[src/rtl/cpu_pkg.sv]
// Shared CPU front-end types and constants.
// Used by the instruction prefetch buffer and its FIFO.
package cpu_pkg;

  localparam logic [31:0] RESET_PC_DEF = 32'h0000_0000;
  localparam logic [31:0] NOP          = 32'h0000_0000;

  typedef enum logic {
    RUN,
    DRAIN
  } pf_state_t;

endpackage

[src/rtl/sync_fifo.sv]
// Synchronous FIFO with clear priority and read-before-write.
// rdata is the head word, valid whenever count is non-zero.
module sync_fifo #(
  parameter  int N     = 32,
  parameter  int DEPTH = 4,
  localparam int AW    = $clog2(DEPTH),
  localparam int CW    = AW + 1
) (
  input  logic          clk,
  input  logic          reset,
  input  logic          clear,
  input  logic          push,
  input  logic          pop,
  input  logic [N-1:0]  wdata,
  output logic [N-1:0]  rdata,
  output logic [CW-1:0] count
);

  logic [N-1:0]  mem [DEPTH];
  logic [AW-1:0] rd_ptr;
  logic [AW-1:0] wr_ptr;
  logic [CW-1:0] cnt;

  assign rdata = mem[rd_ptr];
  assign count = cnt;

  always_ff @(posedge clk) begin
    if (!reset || clear) begin
      rd_ptr <= '0;
      wr_ptr <= '0;
      cnt    <= '0;
    end else begin
      if (push) wr_ptr <= wr_ptr + 1'b1;
      if (pop)  rd_ptr <= rd_ptr + 1'b1;
      cnt <= cnt + CW'(push) - CW'(pop);
    end
  end

  // head is read combinationally, so a full push+pop overwrites it safely
  always_ff @(posedge clk) begin
    if (reset && !clear && push)
      mem[wr_ptr] <= wdata;
  end

endmodule

[src/rtl/inst_prefetch_buf.sv]
// Instruction prefetch queue between instruction memory and IF.
// Issues sequential fetches on credit; redirect flushes and refetches.
module inst_prefetch_buf
  import cpu_pkg::*;
#(
  parameter int          DEPTH    = 4,
  parameter logic [31:0] RESET_PC = RESET_PC_DEF
) (
  input  logic        clk,
  input  logic        reset,
  input  logic        redirect,
  input  logic [31:0] redirect_pc,
  output logic        req_valid,
  output logic [31:0] req_addr,
  input  logic        req_ready,
  input  logic        resp_valid,
  input  logic [31:0] resp_data,
  output logic        inst_valid,
  output logic [31:0] inst,
  output logic [31:0] pc_plus4,
  input  logic        take
);

  localparam int CW = $clog2(DEPTH) + 1;

  pf_state_t     state, state_n;
  logic [31:0]   fetch_pc, fetch_pc_n;
  logic [31:0]   out_pc, out_pc_n;
  logic [CW-1:0] outstanding, outstanding_n;
  logic [CW-1:0] drop_cnt, drop_cnt_n;
  logic [CW-1:0] count;
  logic [CW:0]   used;
  logic [31:0]   head;
  logic          hs;
  logic          push;
  logic          pop;

  assign used       = {1'b0, count} + {1'b0, outstanding};
  assign req_valid  = reset && !redirect && (used < (CW+1)'(DEPTH));
  assign req_addr   = fetch_pc;
  assign hs         = req_valid && req_ready;
  assign inst_valid = (count != '0);
  assign pop        = inst_valid && take && !redirect;
  assign push       = resp_valid && (state == RUN) && !redirect;
  assign inst       = inst_valid ? head : NOP;
  assign pc_plus4   = out_pc + 32'd4;

  sync_fifo #(
    .N     (32),
    .DEPTH (DEPTH)
  ) u_fifo (
    .clk   (clk),
    .reset (reset),
    .clear (redirect),
    .push  (push),
    .pop   (pop),
    .wdata (resp_data),
    .rdata (head),
    .count (count)
  );

  always_comb begin
    fetch_pc_n    = fetch_pc;
    out_pc_n      = out_pc;
    drop_cnt_n    = drop_cnt;
    outstanding_n = outstanding + CW'(hs) - CW'(resp_valid);
    if (redirect) begin
      fetch_pc_n = redirect_pc;
      out_pc_n   = redirect_pc;
      // every request still in flight is stale; already-counted
      // stale ones are a subset of outstanding, so no double count
      drop_cnt_n = outstanding - CW'(resp_valid);
    end else begin
      if (hs)  fetch_pc_n = fetch_pc + 32'd4;
      if (pop) out_pc_n   = out_pc + 32'd4;
      unique case (state)
        RUN:   drop_cnt_n = drop_cnt;
        DRAIN: if (resp_valid) drop_cnt_n = drop_cnt - CW'(1);
        default: drop_cnt_n = drop_cnt;
      endcase
    end
    state_n = (drop_cnt_n != '0) ? DRAIN : RUN;
  end

  always_ff @(posedge clk) begin
    if (!reset) begin
      state       <= RUN;
      fetch_pc    <= RESET_PC;
      out_pc      <= RESET_PC;
      outstanding <= '0;
      drop_cnt    <= '0;
    end else begin
      state       <= state_n;
      fetch_pc    <= fetch_pc_n;
      out_pc      <= out_pc_n;
      outstanding <= outstanding_n;
      drop_cnt    <= drop_cnt_n;
    end
  end

  a_no_overflow: assert property (
    @(posedge clk) disable iff (!reset)
    !(push && !pop && count == CW'(DEPTH))
  );

endmodule
[config.mk]
export PLATFORM = sky130hd
export DESIGN_NAME = inst_prefetch_buf
export DESIGN_NICKNAME = d
export VERILOG_FILES = /design/src/rtl/cpu_pkg.sv /design/src/rtl/sync_fifo.sv /design/src/rtl/inst_prefetch_buf.sv
export SDC_FILE = /design/constraint.sdc
export NUM_CORES = 1
export LEC_CHECK = 0
export CAP_MARGIN = 30
export CORE_ASPECT_RATIO = 1.75
export CORE_UTILIZATION = 48
export CTS_BUF_LIST = sky130_fd_sc_hd__clkbuf_8 sky130_fd_sc_hd__clkbuf_16
export CTS_CLUSTER_SIZE = 24
export DETAILED_ROUTE_END_ITERATION = 10
export GPL_ROUTABILITY_DRIVEN = 0
export PLACE_DENSITY = 0.77
export RECOVER_POWER = 100
export SLEW_MARGIN = 40
export SYNTH_ARGS = -nofsm -noshare
export SYNTH_HDL_FRONTEND = slang
export SYNTH_SLANG_ARGS = --single-unit
[constraint.sdc]
create_clock -name clk -period 2.6 [get_ports clk]
set_clock_uncertainty 0.1 [all_clocks]
set_input_delay 0.26 -clock clk [delete_from_list [all_inputs] [get_ports clk]]
set_output_delay 0.26 -clock clk [all_outputs]
set_load 0.01 [all_outputs]
======== Yosys cells after proc, flatten, opt, wreduce, memory -nomap -nowiden ========
Memory sizes are Yosys's and may differ from the RTL's. A register that Yosys moved wholly into a read port is not among the register bits.
Index checks and enable logic that the tools add are counted.
cells by class
  $add $sub $neg .......................... 11
  magnitude comparators ................... 1
  multiplexer cells ....................... 13
  bitwise operators ....................... 1
  reductions and logical operators ........ 15
operators with widths
  kind                   number
  $mux 32                5
  $add 32x3->32 const B  2
  $sub 3x1->3            3
  $logic_and 1x1->1      8
  $add 3x1->3            2
  $mux 3                 2
  $pmux 3 s2             1
  $reduce_bool 3->1      2
  $add 2x1->2 const B    2
  $add 3x3->4            1
  $lt 4x3->1 const B     1
  $mux 2                 2
  $reduce_bool 2->1      2
  $mux 1                 3
  $sub 3x1->3 const B    1
  $logic_not 1->1        2
  $logic_or 1x1->1       1
  $not 1->1              1
storage, ports and cells
  bits in registers ....................... 78
  memory bits (writable) .................. 128
  input bits .............................. 70
  output and inout port bits .............. 98
  logic and storage cells ................. 50
  memories kept ........................... 1
memory list
  memory      depth  width  rd ports  clocked after Yosys merged registers in  write ports  RTL line         RTL
  u_fifo.mem  4      32     1         1                                        1            sync_fifo.sv:19  logic [N-1:0] mem [DEPTH];

======== Depth between registers and ports, before layout ========
  word-level depth ........................ 6
  mapped depth ............................ 13
  depth with buffers taken out ............ 11

======== Hierarchy ========
Synthesis repeated with hierarchy kept, for this count alone.
second synthesis, totals
  cell total of the unflattened synthesis .. 823
  area total of the unflattened synthesis .. 9838.2 µm²
by module, submodules not included
  module             times used  cells an instance  area each (µm²)  seq. area each (µm²)
  sync_fifo          1           209                5098.6           4023.9
  inst_prefetch_buf  1           614                4739.5           1421.4

======== Worst setup path before layout ========
Ideal clock, no wire load.
  path type ............................... register to register
  from .................................... reg u_fifo.cnt[1], in the netlist u_fifo.count[1]
  to ...................................... reg outstanding[2]
  library setup time ...................... 0.128 ns
  arrival ................................. 2.568 ns
  path slack .............................. -0.195 ns
  stages on the path, launching flop included .. 14
  clock period less this slack ............ 2.795 ns
  path through ............................ dfxtp_1 ha_1 a311oi_2 and3_1 buf_6 inv_2 clkbuf_1 ha_1 inv_1 ha_1 fa_1 xnor2_1 xnor2_1 nor2_1
between the ends
  longest elaborated chain between the ends .. 6
ends and longest elaborated chain
  what                    RTL line                 RTL
  from (decl)             sync_fifo.sv:22          logic [CW-1:0] cnt;
  from (signal assigned)  sync_fifo.sv:35          cnt <= cnt + CW'(push) - CW'(pop);
  $add 3x3->4             inst_prefetch_buf.sv:38  assign used = {1'b0, count} + {1'b0, outstanding};
  $lt 4x3->1              inst_prefetch_buf.sv:39  assign req_valid = reset && !redirect && (used < (CW+1)'(DEPTH));
  $logic_and 1x1->1       inst_prefetch_buf.sv:39
  $logic_and 1x1->1       inst_prefetch_buf.sv:41  assign hs = req_valid && req_ready;
  $add 3x1->3             inst_prefetch_buf.sv:66  outstanding_n = outstanding + CW'(hs) - CW'(resp_valid);
  $sub 3x1->3             inst_prefetch_buf.sv:66
  to (signal assigned)    inst_prefetch_buf.sv:96  outstanding <= outstanding_n;
  to (decl)               inst_prefetch_buf.sv:29  logic [CW-1:0] outstanding, outstanding_n;
Every way passes these cells.
A chain may end at the register's enable or synchronous reset.

======== Worst setup path after layout ========
Same ends and word-level chain as after synthesis.

==> summary.txt <==
Outcome
  • Status: finished clean

Worst setup path
  • R2R Setup Slk: ~0.043 ns
  • Max FO, Critical Path: 6
  • Req. time, crit path: between 2 and 3 ns
  • Crit Reg-Reg Endpoint: outstanding[2]
  • Critical Path AT: 2.82 ns
  • R2R cell count: 11
  • Reg2Reg Launch Point: u_fifo.count[1]
  • Critical Path Start: u_fifo.count[1]
  • Number of cells on the critical path: 11
  • Critical Path Sink Type: flip-flop
  • CP max stage delay: about 0.40 ns
  • CP max-delay cell: dfxtp_4
  • Bufs and invs on worst path: 2
  • Setup CP Type: reg2reg
  • Worst path cell trace: ha_4 > a311oi_2 > and3_1 > inv_2 > ha_4 > inv_2 > ha_4 > fa_2 > xnor2_2 > xnor2_1 > nor2_1
  • Most frequent cell on the critical path: ha_4
  • CP Launch Type: flip-flop
  • Top delay family on crit path: adder cells

CTS
  • Longest Clk Path Bufs: 3
  • TritonCTS clock tree: built
  • H-Tree Depth: 1
  • Root buffer cell: clkbuf_16
  • Clock latency on the worst-skew pair: around 0.48 ns
  • Clk sinks: approximately 210
  • Clock transition at the registers of the reported paths: roughly 0.07 ns
  • Num CTS Buffers: 19

Global route
  • Grt total ovfl: 0
  • Vias in the first global route: around 7400
  • Global Route Usage Sum: 0.234
  • Initial antenna violation count: 0
  • First-pass GRT wire length: 37100 um
  • Pin count of the biggest net entering global routing: 79

Finish
  • Share of cells above drive strength 1: 0.187
  • Layout Nets: roughly 1100
  • Layout overhead on the synthesized area: 33.4%
  • Core Util, Final: 0.651
  • Antenna diode count: 0

Logic synthesis
  • Flop and latch count out of synthesis: approximately 210
  • Most common cell in the netlist: edfxtp_1
  • Synth Cell Area: 9640 um^2
  • Largest area contributor in the netlist: edfxtp_1
  • Syn Nets: between 800 and 900
  • Register area share after synthesis: 0.565
  • Top_reg_cell synth: edfxtp_1
  • Async SR Flop Fraction: 0
  • Yosys top cell area share: 0.399
  • Syn Area/Cell: roughly 12 um^2
  • Post-synth cell types: 54
  • EDFF count, synth: roughly 130
  • Commonest cells in the netlist: edfxtp_1 (128), dfxtp_1 (80), nand2_1 (62)
  • Cells after Synth: between 800 and 900
  • Synth area leaders: edfxtp_1 (40%), dfxtp_1 (17%), mux4_2 (7.5%)
  • Ys Warns: 0

STA
  • Slew headroom: 0.0656
  • Setup violators final: 0
  • RSZ-0062 raised after global routing: true
  • Fin. max-slew vios: 0
  • Slew @ Worst Pin: about 1.4 ns
  • Tmin final: ~2.6 ns
  • Period utilisation layout: 0.983
  • Max Fclk: about 390 MHz
  • Final Hold Vio Count: 0

Worst hold path
  • HP Start: redirect_pc[0]
  • Worst hold stages: 3
  • WHS Endpoint: req_addr[0]
  • Hold crit path type: in2reg

Floorplanning
  • Die ar.: between 20000 and 25000 um^2
  • Initial Util: 0.488
  • # rows: 68
  • Core Box Area: between 15000 and 20000 um^2
  • Total I/O pin count: about 170
  • Die Height: around 190 um
  • Die width: 109 um

Route
  • 1st-iter DRT viols: ~320
  • Antenna Nets Post-Route: 0
  • # DRC: 0
  • Wire length per cell: approximately 19 um
  • Vias: a little over 7000
  • Detail-routed via count per cell: 5.64
  • Drt first pass iters: 5
  • WL final: roughly 24000 um

Flow run
  • Max_cap viols: 0

Place
  • Detailed placer's ending HPWL: around 16000 um
  • I/O Buffers: about 170

Power and ir drop
  • Pwr dens: 583 nW/um^2
  • Leak: between 4 and 5 nW
  • Peak supply drop: 611 uV
  • Power Total: ~7.5 mW
==> power by group <==
group          total [mW]  switching [mW]  internal (mW)
Combinational       0.884           0.436          0.447
Sequential           3.73           0.116           3.61
Clock                2.89            1.23           1.66
Total                7.50            1.78           5.71
==> through the flow <==
| step | instances | setup WS (ns) | instance area [um^2] | setup TNS [ns] | hold WS (ns) |
|---|---|---|---|---|---|
| 2_1_floorplan | 809 | -0.0354 | 9700 | -0.0354 | 0.259 |
| 3_3_place_gp | 1227 | 0.0170 | 12000 | 0 | 0.344 |
| 3_5_place_dp | 1227 | -0.0329 | 12000 | -0.0329 | 0.350 |
| 4_1_cts | 1269 | 0.000534 | 12800 | 0 | 0.254 |
| 5_1_grt | 1274 | -0.0503 | 12900 | -0.242 | 0.272 |
| 6_report | 1274 | 0.0434 | 12900 | 0 | 0.269 |
==> timing repair <==
action	CTS	global route
setup buffers	6	4
hold buffers	0	0
endpoints found under the setup margin	55	20
gates cloned	3	1
gates resized for setup	74	29
pin swaps	7	15
==> placed cells by master (no fill, tap or decap), types with 4 or more instances in the layout <==
| cell | count |
|---|---|
| edfxtp_1 | 128 |
| dfxtp_1 | 70 |
| dlygate4sd3_1 | 68 |
| nand2_1 | 60 |
| a21oi_1 | 57 |
| buf_4 | 52 |
| o21ai_0 | 47 |
| clkdlybuf4s50_1 | 43 |
| dlygate4sd2_1 | 40 |
| xnor2_1 | 35 |
| nand4_1 | 34 |
| nor2b_1 | 33 |
| nand3_1 | 32 |
| mux4_2 | 32 |
| nor2_1 | 31 |
| xor2_1 | 25 |
| inv_1 | 21 |
| clkbuf_16 | 19 |
| and3_1 | 17 |
| ha_1 | 11 |
| a31oi_1 | 10 |
| dfxtp_2 | 8 |
| dlymetal6s2s_1 | 8 |
| buf_12 | 8 |
| and2_1 | 7 |
| xnor2_2 | 7 |
| nor3_1 | 7 |
| nor3_2 | 6 |
| nor3_4 | 5 |
| o21a_1 | 5 |
| nor4_1 | 5 |
| clkdlybuf4s15_1 | 5 |
| nor2_2 | 4 |
| and4_1 | 4 |
| a2bb2oi_1 | 4 |
| ha_4 | 4 |
==> worst register-to-register path, cell delays in order, from the launching register on <==
cell and delay (ns):
dfxtp_4 0.40, ha_4 0.21, a311oi_2 0.28, and3_1 0.24
inv_2 0.07, ha_4 0.26, inv_2 0.04, ha_4 0.14
fa_2 0.34, xnor2_2 0.14, xnor2_1 0.15, nor2_1 0.07
==> per-layer routing <==
layer  vias up  global-route usage  wire length, um
met3        57              0.0303             1320
met1      3453               0.248             8470
met4         0              0.0988              808
li1       3413                   -                -
met2       258               0.448            13300
met5         -                   0                0
==> final cells by class <==
type,instances,area [um^2]
Sequential cell,208,5460
Fill cell,1571,6890
Multi-Input combinational cell,528,4060
Tap cell,245,307
Timing Repair Buffer,237,2300
Inverter,23,86.3
Clock inverter,14,166
Clock buffer,19,475
==> flip-flops by register name, summed over array words and instances (netlist names), named ones only <==
register	flops
drop_cnt	3
out_pc	32
outstanding	3
req_addr	32
state	1
u_fifo.count	3
u_fifo.mem	128
u_fifo.rd_ptr	2
u_fifo.wr_ptr	2
==> how the worst max path moves through the flow <==
stage	end
floorplan	outstanding[2]
global placement	outstanding[2]
detailed placement	outstanding[2]
CTS	pc_plus4[24]
global route	outstanding[2]
finish	outstanding[2]
==> kinds of logic (layout without fill, tap and decap cells) <==
kind of cell / after synthesis / count (layout) / synth area share
muxes: 36 / 36 / 0.0792
xor gates and xnor gates: 68 / 68 / 0.0618
and+or+nand+nor: 266 / 266 / 0.152
adders and majority gates: 17 / 17 / 0.0236
DFF: 208 / 208 / 0.565
buffers and inverters: 73 / 293 / 0.0338
AOI/OAI and AO/OA: 141 / 141 / 0.0845
(Power assumes the default switching activity.)
